===== src/rtl/lib_voq_buffer_pkg.sv =====
// Shared definitions for the virtual-output-queue buffer: width helper and VOQ index type.
package lib_voq_buffer_pkg;

  // Widest VOQ index supported; decoded grant indices are carried at this width.
  localparam int VOQ_IDX_MAX_W = 8;

  typedef logic [VOQ_IDX_MAX_W-1:0] voq_idx_t;

  // $clog2 that never returns 0, so a 1-entry range still gets a 1-bit field.
  function automatic int clog2_safe(input int n);
    return (n <= 2) ? 1 : $clog2(n);
  endfunction

endpackage


===== src/rtl/lib_voq_fifo.sv =====
// Single virtual output queue: circular storage with read/write pointers and an occupancy count.
module lib_voq_fifo
  import lib_voq_buffer_pkg::*;
#(
  parameter int DEPTH = 4,
  parameter int WIDTH = 8
) (
  input  logic             clk,
  input  logic             reset,
  input  logic             push_i,
  input  logic             pop_i,
  input  logic [WIDTH-1:0] wdata_i,
  output logic [WIDTH-1:0] rdata_o,
  output logic             full_o,
  output logic             empty_o
);

  localparam int AW = clog2_safe(DEPTH);
  localparam int CW = $clog2(DEPTH + 1);

  logic [WIDTH-1:0] mem_q [DEPTH];
  logic [AW-1:0]    wr_ptr_q, wr_ptr_d;
  logic [AW-1:0]    rd_ptr_q, rd_ptr_d;
  logic [CW-1:0]    count_q, count_d;
  logic             do_push_s;
  logic             do_pop_s;

  assign full_o  = (count_q == CW'(DEPTH));
  assign empty_o = (count_q == CW'(0));
  assign rdata_o = mem_q[rd_ptr_q];

  // Pointers wrap naturally because DEPTH is a power of two.
  always_comb begin
    do_push_s = push_i && !full_o;
    do_pop_s  = pop_i && !empty_o;
    wr_ptr_d  = wr_ptr_q;
    rd_ptr_d  = rd_ptr_q;
    count_d   = count_q;
    if (do_push_s) begin
      wr_ptr_d = wr_ptr_q + AW'(1);
    end else begin
      wr_ptr_d = wr_ptr_q;
    end
    if (do_pop_s) begin
      rd_ptr_d = rd_ptr_q + AW'(1);
    end else begin
      rd_ptr_d = rd_ptr_q;
    end
    case ({do_push_s, do_pop_s})
      2'b10:   count_d = count_q + CW'(1);
      2'b01:   count_d = count_q - CW'(1);
      default: count_d = count_q;
    endcase
  end

  always_ff @(posedge clk) begin
    if (reset) begin
      wr_ptr_q <= '0;
      rd_ptr_q <= '0;
      count_q  <= '0;
    end else begin
      wr_ptr_q <= wr_ptr_d;
      rd_ptr_q <= rd_ptr_d;
      count_q  <= count_d;
    end
  end

  // Storage is deliberately left unreset; the count alone defines what is valid.
  always_ff @(posedge clk) begin
    if (do_push_s && !reset) begin
      mem_q[wr_ptr_q] <= wdata_i;
    end
  end

endmodule


===== src/rtl/lib_voq_buffer.sv =====
// Input-side VOQ buffer: demuxes ingress into per-destination FIFOs and pops the granted head.
module lib_voq_buffer
  import lib_voq_buffer_pkg::*;
#(
  parameter int M     = 4,
  parameter int DEPTH = 4,
  parameter int WIDTH = 8
) (
  input  logic                     clk,
  input  logic                     reset,
  input  logic [WIDTH-1:0]         i_data,
  input  logic [clog2_safe(M)-1:0] i_dest,
  input  logic                     i_valid,
  output logic                     o_ready,
  output logic [0:M-1]             o_request,
  input  logic [0:M-1]             i_grant,
  output logic [WIDTH-1:0]         o_data,
  output logic                     o_valid,
  output logic [clog2_safe(M)-1:0] o_dest,
  output logic                     o_error
);

  localparam int DW = clog2_safe(M);
  localparam int CW = clog2_safe(M + 1);

  logic [M-1:0]     push_s;
  logic [M-1:0]     pop_s;
  logic [M-1:0]     full_s;
  logic [M-1:0]     empty_s;
  logic [WIDTH-1:0] head_s [M];

  logic [CW-1:0]    gnt_cnt_s;
  voq_idx_t         gnt_idx_s;
  logic             sel_empty_s;
  logic [WIDTH-1:0] sel_data_s;
  logic             pop_valid_s;
  logic             err_evt_s;

  logic [WIDTH-1:0] o_data_q, o_data_d;
  logic [DW-1:0]    o_dest_q, o_dest_d;
  logic             o_valid_q, o_valid_d;
  logic             o_error_q, o_error_d;

  for (genvar g = 0; g < M; g++) begin : g_voq
    lib_voq_fifo #(.DEPTH(DEPTH), .WIDTH(WIDTH)) u_fifo (
      .clk     (clk),
      .reset   (reset),
      .push_i  (push_s[g]),
      .pop_i   (pop_s[g]),
      .wdata_i (i_data),
      .rdata_o (head_s[g]),
      .full_o  (full_s[g]),
      .empty_o (empty_s[g])
    );
    assign o_request[g] = !empty_s[g];
  end

  // Ingress demux; o_ready only looks at the pre-edge full flag of the addressed queue.
  always_comb begin
    o_ready = 1'b0;
    push_s  = '0;
    for (int d = 0; d < M; d++) begin
      if (i_dest == DW'(d)) begin
        o_ready = !full_s[d];
      end else begin
        o_ready = o_ready;
      end
    end
    for (int d = 0; d < M; d++) begin
      push_s[d] = i_valid && o_ready && (i_dest == DW'(d));
    end
  end

  // Grant decode: only a one-hot grant of a non-empty queue pops; anything else is a protocol error.
  always_comb begin
    gnt_cnt_s   = '0;
    gnt_idx_s   = '0;
    sel_empty_s = 1'b1;
    sel_data_s  = '0;
    pop_s       = '0;
    for (int d = 0; d < M; d++) begin
      if (i_grant[d]) begin
        gnt_cnt_s = gnt_cnt_s + CW'(1);
        gnt_idx_s = voq_idx_t'(d);
      end else begin
        gnt_cnt_s = gnt_cnt_s;
      end
    end
    for (int d = 0; d < M; d++) begin
      if (gnt_idx_s == voq_idx_t'(d)) begin
        sel_empty_s = empty_s[d];
        sel_data_s  = head_s[d];
      end else begin
        sel_empty_s = sel_empty_s;
      end
    end
    pop_valid_s = (gnt_cnt_s == CW'(1)) && !sel_empty_s;
    err_evt_s   = (gnt_cnt_s > CW'(1)) || ((gnt_cnt_s == CW'(1)) && sel_empty_s);
    for (int d = 0; d < M; d++) begin
      pop_s[d] = pop_valid_s && i_grant[d];
    end
  end

  // Egress register next state; data and index hold when nothing is popped.
  always_comb begin
    o_valid_d = pop_valid_s;
    o_data_d  = o_data_q;
    o_dest_d  = o_dest_q;
    o_error_d = o_error_q || err_evt_s;
    if (pop_valid_s) begin
      o_data_d = sel_data_s;
      o_dest_d = gnt_idx_s[DW-1:0];
    end else begin
      o_data_d = o_data_q;
      o_dest_d = o_dest_q;
    end
  end

  always_ff @(posedge clk) begin
    if (reset) begin
      o_data_q  <= '0;
      o_dest_q  <= '0;
      o_valid_q <= 1'b0;
      o_error_q <= 1'b0;
    end else begin
      o_data_q  <= o_data_d;
      o_dest_q  <= o_dest_d;
      o_valid_q <= o_valid_d;
      o_error_q <= o_error_d;
    end
  end

  assign o_data  = o_data_q;
  assign o_dest  = o_dest_q;
  assign o_valid = o_valid_q;
  assign o_error = o_error_q;

endmodule


===== config.mk =====
export PLATFORM = sky130hd
export DESIGN_NAME = lib_voq_buffer
export DESIGN_NICKNAME = d
export VERILOG_FILES = /design/src/rtl/lib_voq_buffer_pkg.sv /design/src/rtl/lib_voq_fifo.sv /design/src/rtl/lib_voq_buffer.sv
export SDC_FILE = /design/constraint.sdc
export NUM_CORES = 1
export LEC_CHECK = 0
export CAP_MARGIN = 20
export CORE_ASPECT_RATIO = 1.2
export CORE_MARGIN = 2
export CORE_UTILIZATION = 46
export CTS_CLUSTER_DIAMETER = 100
export DETAILED_ROUTE_END_ITERATION = 8
export MAX_ROUTING_LAYER = met4
export SLEW_MARGIN = 10
export SYNTH_ARGS = -nofsm -noshare
export SYNTH_HDL_FRONTEND = slang
export SYNTH_SLANG_ARGS = --single-unit

===== constraint.sdc =====
create_clock -name clk -period 7.2 [get_ports clk]
set_clock_uncertainty 0.1 [all_clocks]
set_input_delay 1.44 -clock clk [delete_from_list [all_inputs] [get_ports clk]]
set_output_delay 1.44 -clock clk [all_outputs]
set_load 0.02 [all_outputs]

## Word level (Yosys, flattened, before mapping)

Memories as Yosys holds them, arrays and structs flattened. A register that Yosys moved wholly into a read port is not among the register bits.
Cells that the tools add are included.
Widths: inputs -> output; s select.

| operators by class | value |
|---|---|
| add/subtract/negate cells | 19 |
| mux-type cells | 39 |
| equal/unequal tests | 19 |
| reductions and logical operators | 45 |
| order comparisons | 1 |

Operators by type and width:

| kind | number |
|---|---|
| $mux 8 | 6 |
| $pmux 3 s2 | 4 |
| $logic_and 1x1->1 | 23 |
| $add 3x1->3 const B | 7 |
| $mux 1 | 18 |
| $add 2x1->2 const B | 8 |
| $eq 8x2->1 const B | 2 |
| $mux 2 | 8 |
| $eq 2x2->1 const B | 6 |
| $eq 3x3->1 const B | 4 |
| $logic_not 3->1 | 4 |
| $sub 3x1->3 const B | 4 |
| $eq 2x1->1 const B | 5 |
| $logic_not 1->1 | 10 |
| $mux 3 | 3 |
| $eq 8x1->1 const B | 1 |
| $logic_not 8->1 | 1 |
| $reduce_bool 2->1 | 4 |
| $eq 3x1->1 const B | 1 |
| $gt 3x1->1 const B | 1 |
| $logic_not 2->1 | 1 |
| $logic_or 1x1->1 | 2 |

| word-level totals | value |
|---|---|
| word-level logic and storage cells | 143 |
| flip-flop bits (word level) | 40 |
| input bits | 17 |
| bits in writable memories | 128 |
| memories kept | 4 |

Memory list:

| name | words | bits a word | rd ports | clocked after memory_dff | wr ports | line | text |
|---|---|---|---|---|---|---|---|
| g_voq[0].u_fifo.mem_q | 4 | 8 | 1 | 1 | 1 | lib_voq_fifo.sv:21 | `logic [WIDTH-1:0] mem_q [DEPTH];` |
| g_voq[1].u_fifo.mem_q | 4 | 8 | 1 | 1 | 1 | lib_voq_fifo.sv:21 |  |
| g_voq[2].u_fifo.mem_q | 4 | 8 | 1 | 1 | 1 | lib_voq_fifo.sv:21 |  |
| g_voq[3].u_fifo.mem_q | 4 | 8 | 1 | 1 | 1 | lib_voq_fifo.sv:21 |  |

## Longest topological paths before layout

Gate-level depths: netlist of run 1.

| depth | value |
|---|---|
| depth in word-level cells | 14 |
| mapped depth | 15 |
| depth with buffers taken out | 14 |

## Modules after synthesis

From an unflattened synthesis of run 1, not the netlist that was laid out.

| second synthesis, totals | value |
|---|---|
| cells, all modules | 501 |
| area total of the unflattened synthesis | 7626.1 µm² |

By module, submodules not included:

| module | sequential area each (µm²) | area an instance (µm²) | cells an instance | instances |
|---|---|---|---|---|
| lib_voq_fifo at g_voq[0].u_fifo ... | 1141.1 | 1645.3 | 96 | 2 |
| lib_voq_fifo at g_voq[2].u_fifo ... | 1141.1 | 1636.6 | 96 | 2 |
| lib_voq_buffer | 240.2 | 1062.3 | 117 | 1 |

## Worst setup path before layout of run 1

Ideal clock, no wire load.

| timing path | value |
|---|---|
| kind | input port to flip-flop |
| from | input port i_grant[2] (netlist name) |
| to | register g_voq[0].u_fifo.count_q[2] |
| cell stages on the path | 15 |
| data arrival time | 4.916 ns |
| setup slack | 2.113 ns |
| data required time | 7.030 ns |
| path through | buf_2 -> clkbuf_1 -> clkbuf_1 -> mux2i_1 -> ha_1 -> or4b_1 -> o32ai_2 -> o32a_4 -> and3_4 -> ha_1 -> inv_1 -> fa_1 -> xor2_1 -> or3_1 -> a21oi_1 |

| between the ends | value |
|---|---|
| longest elaborated chain between the ends | 13 |
| elaborated cells on any way between the ends | 22 |

Ends and longest elaborated chain:

| what | line | text |
|---|---|---|
| start: declaration | lib_voq_buffer.sv:16 | `input logic [0:M-1] i_grant,` |
| $mux 8 (2 in series) | lib_voq_buffer.sv:82 | `if (i_grant[d]) begin` |
| $logic_not 8->1 | lib_voq_buffer.sv:90 | `if (gnt_idx_s == voq_idx_t'(d)) begin` |
| $mux 1 (4 in series) | lib_voq_buffer.sv:90 |  |
| $logic_not 1->1 | lib_voq_buffer.sv:97 | `pop_valid_s = (gnt_cnt_s == CW'(1)) && !sel_empty_s;` |
| $logic_and 1x1->1 * | lib_voq_buffer.sv:97 |  |
| $logic_and 1x1->1 * | lib_voq_buffer.sv:100 | `pop_s[d] = pop_valid_s && i_grant[d];` |
| $logic_and 1x1->1 * | lib_voq_fifo.sv:35 | `do_pop_s = pop_i && !empty_o;` |
| $eq 2x1->1 or $eq 2x2->1 (tied branches) | lib_voq_fifo.sv:49 | `case ({do_push_s, do_pop_s})` |
| $pmux 3 s2 or $reduce_bool 2->1 (tied branches) | -- |  |
| end signal: assignment | lib_voq_fifo.sv:64 | `count_q <= count_d;` |
| end: declaration | lib_voq_fifo.sv:24 | `logic [CW-1:0] count_q, count_d;` |

Every way passes the cells marked *; elsewhere a longest branch is shown, timed or not.
A chain may end at the register's enable or synchronous reset.

## Worst setup path after layout of run 1

| timing path | value |
|---|---|
| from | input port i_grant[1] (netlist name) |
| to | register g_voq[2].u_fifo.count_q[2] |

| between the ends | value |
|---|---|
| longest elaborated chain between the ends | 14 |
| elaborated cells on any way between the ends | 25 |

Ends and longest elaborated chain:

| what | line | text |
|---|---|---|
| branches (longest 9 deep; another with $add 3x1->3) | -- |  |
| $logic_and 1x1->1 * | lib_voq_buffer.sv:97 |  |
| $logic_and 1x1->1 * | lib_voq_buffer.sv:100 |  |
| $logic_and 1x1->1 * | lib_voq_fifo.sv:35 |  |
| via g_voq[2].u_fifo.do_pop_s | lib_voq_fifo.sv:26 | `logic do_pop_s;` |
| $eq 2x1->1 or $eq 2x2->1 (tied branches) | lib_voq_fifo.sv:49 |  |
| $pmux 3 s2 or $reduce_bool 2->1 (tied branches) | -- |  |
| end signal: assignment | lib_voq_fifo.sv:64 |  |
| end: declaration | lib_voq_fifo.sv:24 |  |

Mark *: on every way through the listed nets, which the timed path passes.

==> metrics, run 1 <==
Post-synth EDFFs 128; Pleak 2.80 nW; hold buffer count at CTS 0; CP Data Required Time 7450 ps; Yosys warnings 0; global-route wire length before repair 23400 µm; Yosys reg bits 176; Synth async-reset ratio 0%; fraction of layout cells with a size suffix above 1 10.6%; Commonest cells post-synth 128 x edfxtp_1, 48 x dfxtp_1, 46 x nor2_1; area delta synth->final 14.3%; # nets final 597; fmax 0.178 GHz; Seq/Total Area, Yosys 64.3%; Area contributors post-synth edfxtp_1 51%, dfxtp_1 13%, mux2i_1 5.1%; clk slew on worst S/H paths 60 ps; largest family of logic cells by synthesized area multiplexers; status finished clean; Synth Cell Area 0.00747 mm²; slowest stage delay, CP 720 ps; worst-path cell chain clkdlybuf4s50_1 > inv_1 > ha_1 > xor2_1 > ha_1 > or4b_1 > o32ai_2 > o32a_4 > and2b_4 > ha_1 > inv_1 > fa_1 > xor2_1 > or3_1 > a21oi_1; Hold WS 393 ps; I/O Buffers 33; Worst EP arrival 5870 ps; ys flop type edfxtp_1; total track usage 18.9%; critical register-to-register path endpoint g_voq[2].u_fifo.count_q[2]; CTS tree done; Peak VDD IR 0.114 mV; final wirelength 14700 µm; unrepaired setup endpoints after global routing no; drt pass-1 iters 4; Post-route DRC 0; Mapped Avg Cell Area 14.3 µm²; startpoint type of the worst setup path primary input; Worst R2R Start g_voq[3].u_fifo.count_q[2]; core box area 0.0161 mm²; post-synthesis cell type count 51; Setup TNS 0 ps; CTS Buf Count 17; post-DP HPWL 10200 µm; Die H 144 µm; die area 0.0173 mm²; CP most frequent cell ha_1; overall power 0.00208 W; Yosys top cell by area edfxtp_1; Pwr Density 244 mW/mm²; share of the synthesized area in the top cell type 51.4%; Slew HR 34.0%; setup slack, reg-to-reg 4220 ps; kind of critical path primary input to register; worst hold start g_voq[2].u_fifo.wr_ptr_q[1]; wire length per cell 18.9 µm; Tmin final 5620 ps; placed cells 746; R2R cell count 10; Net Count, Synth 565; via/cell ratio 5.37; number of max-cap violations 0; H-tree depth 4; maximum fanout along the worst path 26; initial antenna violation count 0; max-slew violation count 0; hold depth 2; Initial Utilization 46.5%; Worst Tran Pin Value 986 ps; post-route ant nets 0; Final setup viols 0; Via Count 4180; I/O Pins 34; cell chosen for the clock root clkbuf_16; Final period util 78.1%; Post-DP Area 0.00798 mm²; DRT iter0 DRCs 236; vias in the first global route 4338; CTS resizes 0; cell family with most CP delay adder cells; Worst Hold Path EP g_voq[2].u_fifo.wr_ptr_q[1]; Setup crit end kind register; Synth Area in XOR/XNOR 2.11%; CP bufs+invs 3; Fillers 1381; Final Cell Area 0.00854 mm²; post-synthesis adder-cell area fraction 4.92%; GRT overflow 0; Cell Count, Final, Fillers Out 778; Std-Cell Rows 51; Setup Buffers After CTS 0; Clock Path Buffers 2; most frequent cell after synthesis edfxtp_1; Num Clock Sinks 176; HP Class register to register; Die Wd 120 µm; largest net degree at the start of global routing 52; placer's final routability congestion estimate 0.757; Fin. Hold Viols 0; post-synthesis mux area share 11.4%; antenna fix cells 0; post-synthesis simple-gate area fraction 9.41%; Post-Syn Instances 521; post-synthesis compound-gate area fraction 5.31%; CP max stage cell clkdlybuf4s50_1; clk_lat worst skew 430 ps
## sequential cells by signal, indices dropped and copies added (netlist names), named ones only
name and flops:
g_voq.u_fifo.mem_q 128, g_voq.u_fifo.count_q 12, g_voq.u_fifo.rd_ptr_q 8, g_voq.u_fifo.wr_ptr_q 8, o_data 8, o_dest 2, o_error 1, o_valid 1
## worst register-to-register path, cell delays in order, from the launching register on
cell and delay [ps]:
dfxtp_1 330, or3_1 480, a32o_1 270, o32a_4 450, and2b_4 240, ha_1 230, inv_1 70, fa_1 180
xor2_1 80, or3_1 310, a21oi_1 160
## metal layers
metal  GRT usage (%)  vias up  share of wire [%]
li1                -     1995                  -
met1            22.6     2097                 42
met2            32.1       67                 53
met3            3.02       21                2.5
met4            7.83        0                2.1
met5               -        -                  0
## logic make-up after synthesis
logic type	Yosys count
flip-flops	176
multiplexers	64
buffers and inverters	47
XOR/XNOR	18
AND/OR/NAND/NOR	134
AO/OA/AOI/OAI	55
adder cells (fa/ha/maj)	27
## report_power, final
part | total, W | internal [W] | switching [W]
combinational | 0.000110 | 0.0000430 | 0.0000665
sequential | 0.00110 | 0.00110 | 0.00000709
clock | 0.000870 | 0.000494 | 0.000376
total | 0.00208 | 0.00163 | 0.000449
## through the flow
stage	util, %	worst slack (ps)
detailed placement	49.6	1150
CTS	53.1	1580
global placement	49.6	1330
finish	53.1	1580
global route	53.1	1330
floorplan	-	2110
## cell type report
class                      count  area, µm²  share of cell area (%)
sequential                   176       4800                    56.3
multi-input combinational    298       2470                    29.0
clock buffer                  20        457                    5.35
timing repair buffer          34        333                    3.90
tap                          212        265                    3.11
clock inverter                12        108                    1.26
inverter                      26       97.6                    1.14
## cells in the final DEF, fill, tap and decap left out, drive strengths merged, types with 5 or more instances in the layout
master           n
a311oi           6
ha              23
a21oi           18
mux2i           38
o21ai            6
nor3             8
and2            19
nand2           15
or3             10
nand4            5
inv             28
a32oi            5
nand3            6
xnor2            6
clkinvlp         6
nor2b            7
xor2            12
mux4            15
mux2            11
edfxtp         128
nor2            46
clkbuf          20
clkdlybuf4s50   32
dfxtp           48
## how the worst max path moves through the flow
stage          startpoint                    endpoint  slack (ps)  cells past startpoint
6_report       i_grant[1]  g_voq[2].u_fifo.count_q[2]        1580                     15
5_1_grt        i_grant[1]  g_voq[1].u_fifo.count_q[2]        1330                     15
4_1_cts        i_grant[1]  g_voq[2].u_fifo.count_q[2]        1580                     15
3_5_place_dp   i_grant[1]  g_voq[2].u_fifo.count_q[2]        1150                     15
3_3_place_gp   i_grant[1]  g_voq[0].u_fifo.count_q[2]        1330                     15
2_1_floorplan  i_grant[2]  g_voq[0].u_fifo.count_q[2]        2110                     15
No activity file was read; power rests on OpenSTA's default activity.
==> run 2, diff against run 1 <==
==> constraint.sdc (replaced) <==
create_clock -name clk -period 5.7 [get_ports clk]
set_clock_uncertainty 0.1 [all_clocks]
set_input_delay 1.14 -clock clk [delete_from_list [all_inputs] [get_ports clk]]
set_output_delay 1.14 -clock clk [all_outputs]
set_load 0.02 [all_outputs]
==> run 2 against run 1 <==
  * Clock-buffer cell count down 1
  * First-iteration DRC count down 9.7%
  * Power rose by 28%
  * Core utilization rose by 0.28 points
  * Via count up 0.53%
  * Wire length fell by 2.8%
  * Worst setup slack lost 690 ps
  * Die area did not move
  * Hold slack gained 7.2 ps
  * Sequential share of layout area shrank 0.30 points
  * Sequential power grew 26%
  * Clock power up 30%
  * Critical path type unchanged
==> metrics, run 2 (synthesis results as in run 1) <==
Die H 144 µm; area delta synth->final 14.9%; clk_lat worst skew 410 ps; core box area 0.0161 mm²; global-route wire length before repair 22900 µm; most common cell after layout, fill and taps aside edfxtp_1; Worst Hold Path EP g_voq[3].u_fifo.count_q[2]; Die Wd 120 µm; placer's final routability congestion estimate 0.882; initial antenna violation count 0; Final period util 84.4%; Fin. Hold Viols 0; CTS Buf Count 17; fraction of layout cells with a size suffix above 1 11.2%; Tmin final 4810 ps; final wirelength 14300 µm; Clock Path Buffers 2; fmax 0.208 GHz; CTS resizes 0; hold depth 2; Place WS 439 ps; cell family with most CP delay adder cells; Slew HR 38.7%; worst-path cell chain clkdlybuf4s50_1 > inv_1 > ha_1 > xor2_1 > ha_1 > or4b_1 > o32ai_2 > o32a_4 > and3_4 > ha_1 > inv_1 > fa_1 > xor2_1 > or3_1 > a21oi_1; cell chosen for the clock root clkbuf_16; vias in the first global route 4360; antenna fix cells 0; HP Class register to register; Worst Tran Pin Value 918 ps; Initial Utilization 46.5%; setup slack, reg-to-reg 2930 ps; CP bufs+invs 3; Top Registers g_voq.u_fifo.mem_q (128), g_voq.u_fifo.count_q (12); Num Clock Sinks 176; Pwr Density 311 mW/mm²; status finished clean; R2R cell count 10; post-DP HPWL 10100 µm; fin worst setup slack 890 ps; overall power 0.00267 W; Pleak 2.83 nW; Setup Buffers After CTS 0; maximum fanout along the worst path 6; drt pass-1 iters 4; stages on the worst setup path 15; most frequent cells in the layout 128 x edfxtp_1, 48 x dfxtp_1, 46 x nor2_1; worst hold start g_voq[3].u_fifo.count_q[2]; I/O Pins 34; kind of critical path primary input to register; post-route ant nets 0; GRT overflow 0; Via Count 4202; DRT iter0 DRCs 213; CP most frequent cell ha_1; most flop-heavy register g_voq.u_fifo.mem_q; CTS tree done; CP max stage cell clkdlybuf4s50_1; unrepaired setup endpoints after global routing no; total track usage 18.4%; Setup crit end kind register; max-slew violation count 0; I/O Buffers 33; Worst EP arrival 5060 ps; Worst R2R Start g_voq[0].u_fifo.count_q[0]; startpoint type of the worst setup path primary input; largest net degree at the start of global routing 34; max FFs per register 128; CP Data Required Time 5950 ps; slowest stage delay, CP 530 ps; wire length per cell 18.2 µm; Final setup viols 0; die area 0.0173 mm²; # nets final 601; Setup TNS 0 ps; number of max-cap violations 0; hold buffer count at CTS 0; critical register-to-register path endpoint g_voq[2].u_fifo.count_q[2]; H-tree depth 4; Critical path origin i_grant[0]; utilization of the core after routing 53.4%; clk slew on worst S/H paths 70 ps; Std-Cell Rows 51; Post-route DRC 0; Peak VDD IR 0.171 mV; via/cell ratio 5.37
## run 2: cell count changes in the layout (fill, tap and decap cells not counted), sizes merged
cell	delta
buf	+4
clkbuf	-1
clkinvlp	-2
bufinv	+1
clkinv	+2
## run 2: area by class of cell
type	count	area [µm²]
inverters	26	97.6
clock buffers	19	443
repair buffers	38	363
multi-input cells	298	2470
well taps	212	265
clock inverters	13	136
fillers	1374	7500
flip-flops and latches	176	4800
## run 2: per-stage QoR
| step | instance area [µm²] | hold WS, ps | std cells |
|---|---|---|---|
| detailed placement | 8010 | 391 | 750 |
| global route | 8580 | 426 | 782 |
| floorplan | 7470 | 367 | 521 |
| CTS | 8580 | 402 | 782 |
| global placement | 8010 | 379 | 750 |
| finish | 8580 | 400 | 782 |
## run 2: how the worst max path moves through the flow
stage	to	slack (ps)
final	g_voq[0].u_fifo.count_q[2]	890
after global routing	g_voq[0].u_fifo.count_q[2]	680
after CTS	g_voq[0].u_fifo.count_q[2]	880
after detailed placement	g_voq[0].u_fifo.count_q[2]	440
after global placement	g_voq[0].u_fifo.count_q[2]	570
after floorplan	g_voq[0].u_fifo.count_q[2]	910
## run 2: worst min-delay path, delay by kind of cell, from the launching register on
kind,cells,cell delay [ps]
flops,1,320
compound gates,2,130
## run 2: layer usage
layer | global-route usage (%) | vias up | part of all wire (%)
met4 | 6.73 | 0 | 2.6
met5 | - | - | 0
met1 | 21.4 | 2085 | 42
met3 | 4.13 | 22 | 3.8
met2 | 31.4 | 85 | 51
li1 | - | 2010 | -
## run 2: power breakdown
group	internal, W	switching (W)	leakage [nW]
Sequential	0.00139	0.00000887	1.54
Combinational	0.0000557	0.0000839	1.01
Clock	0.000657	0.000475	0.276
Total	0.00210	0.000567	2.83
==> run 3, diff against run 2 <==
--- a/config.mk
+++ b/config.mk
@@ -12,6 +12,7 @@
 export CTS_CLUSTER_DIAMETER = 100
 export DETAILED_ROUTE_END_ITERATION = 8
 export MAX_ROUTING_LAYER = met4
+export PLACE_DENSITY = 0.66
 export SLEW_MARGIN = 10
 export SYNTH_ARGS = -nofsm -noshare
 export SYNTH_HDL_FRONTEND = slang
==> constraint.sdc (replaced) <==
create_clock -name clk -period 4.15 [get_ports clk]
set_clock_uncertainty 0.1 [all_clocks]
set_input_delay 0.83 -clock clk [delete_from_list [all_inputs] [get_ports clk]]
set_output_delay 0.83 -clock clk [all_outputs]
set_load 0.02 [all_outputs]
==> run 3 against run 2 <==
  * Largest cell class unchanged
  * Hold slack improved by 1.8 ps
  * Highest routed layer unchanged
  * Non-clock buffer count rose by 25
  * First-iteration DRC count rose by 19%
==> metrics, run 3 (synthesis results as in run 1) <==
Final period util 96.3%; metal2 WL 8000 µm; total track usage 18.5%; overall power 0.00359 W; Top Registers g_voq.u_fifo.mem_q (128), g_voq.u_fifo.count_q (12); placed cells 771; Pwr Density 406 mW/mm²; number of max-cap violations 0; kind of critical path primary input to register; Fin. Hold Viols 0; via/cell ratio 5.38; slowest stage delay, CP 620 ps; max-slew violation count 0; clk_lat worst skew 430 ps; Clock Path Buffers 2; CP Data Required Time 4400 ps; Worst Tran Pin Value 858 ps; initial antenna violation count 0; max FFs per register 128; Post-route DRC 0; Die Wd 120 µm; status finished clean; Via Count 4344; most frequent cells in the layout 128 x edfxtp_1, 48 x dfxtp_1, 46 x nor2_1; CTS tree done; DRT iter0 DRCs 253; GRT overflow 0; maximum fanout along the worst path 6; Fillers 1316; Std-Cell Rows 51; startpoint type of the worst setup path primary input; CP max stage cell clkdlybuf4s50_1; Worst EP arrival 4250 ps; fmax 0.250 GHz; WL met3 458 µm; Pleak 2.96 nW; Slew HR 42.7%; Peak VDD IR 0.262 mV; Top Layer Used met4; Tmin final 3990 ps; Initial Utilization 46.5%; # nets final 626; antenna fix cells 0; placer's final routability congestion estimate 0.811; H-tree depth 4; Place WS -569 ps; I/O Buffers 33; final wirelength 14800 µm; drt pass-1 iters 4; most flop-heavy register g_voq.u_fifo.mem_q; unrepaired setup endpoints after global routing no; CTS Buf Count 17; vias in the first global route 4603; Cell Count, Final, Fillers Out 807; hold buffer count at CTS 0; core box area 0.0161 mm²; die area 0.0173 mm²; Final setup viols 0; post-route ant nets 0; Setup crit end kind register; cell chosen for the clock root clkbuf_16; HP Class register to register; largest net degree at the start of global routing 33; Die H 144 µm; clk slew on worst S/H paths 60 ps; area delta synth->final 18.3%; met1 WL 6130 µm; I/O Pins 34; post-DP HPWL 10600 µm; fin worst setup slack 155 ps; wire length per cell 18.3 µm; Num Clock Sinks 176; worst-path cell chain clkdlybuf4s50_1 > mux2i_2 > ha_1 > or4b_4 > o32ai_4 > o32a_4 > and2_4 > ha_4 > inv_1 > fa_2 > xor2_2 > or3_4 > a21oi_2; utilization of the core after routing 55.0%; global-route wire length before repair 23500 µm; most common cell after layout, fill and taps aside edfxtp_1; fraction of layout cells with a size suffix above 1 18.3%
run 3: per-stage QoR:
step                      setup TNS [ps]  hold WS [ps]  cell area (µm²)
after floorplan                        0           367             7490
after global placement             -2140           377             8160
after detailed placement           -3280           395             8160
after CTS                              0           404             8770
after global routing                   0           427             8840
final                                  0           402             8840
run 3: final cells by class:
type,instances,area (µm²),area share [%]
Sequential cell,176,4800,54.4
Multi-Input combinational cell,298,2570,29.1
Timing Repair Buffer,63,559,6.33
Clock buffer,19,433,4.90
Tap cell,212,265,3.00
Clock inverter,13,105,1.19
Inverter,26,97.6,1.10
run 3: path summary, 6_finish.rpt:
path / slack [ps] / depth (start not counted) / end / from
max: 160 / 13 / g_voq[1].u_fifo.count_q[2] / i_grant[2]
max reg2reg: 1400 / 10 / g_voq[1].u_fifo.count_q[2] / g_voq[3].u_fifo.count_q[2]
min reg2reg: 400 / 2 / o_data[1] / o_data[1]
min: 400 / 2 / o_data[1] / o_data[1]
run 3: power by group:
group / internal (W) / leakage [nW] / switching [W]
clock network: 0.000778 / 0.259 / 0.000677
registers: 0.00190 / 1.54 / 0.0000124
logic: 0.0000953 / 1.16 / 0.000127
run 3: metal layers:
metal,up-vias,global-route usage [%]
met3,17,3.02
li1,2057,-
met4,0,6.73
met2,74,32.7
met5,-,-
met1,2196,21.4
run 3: worst max-delay path: cells and delay by family:
kind	cells	cell delay (ps)
compound gates	3	480
xor+xnor	1	160
buf+inv	2	670
fa+ha+maj	3	770
mux	1	290
simple gates	3	1040
run 3: timing repair:
| item | CTS | global route |
|---|---|---|
| endpoints found under the setup margin | 4 | 5 |
| gates resized for setup | 9 | 19 |
| setup buffers | 4 | 0 |
| pin swaps | 2 | 9 |
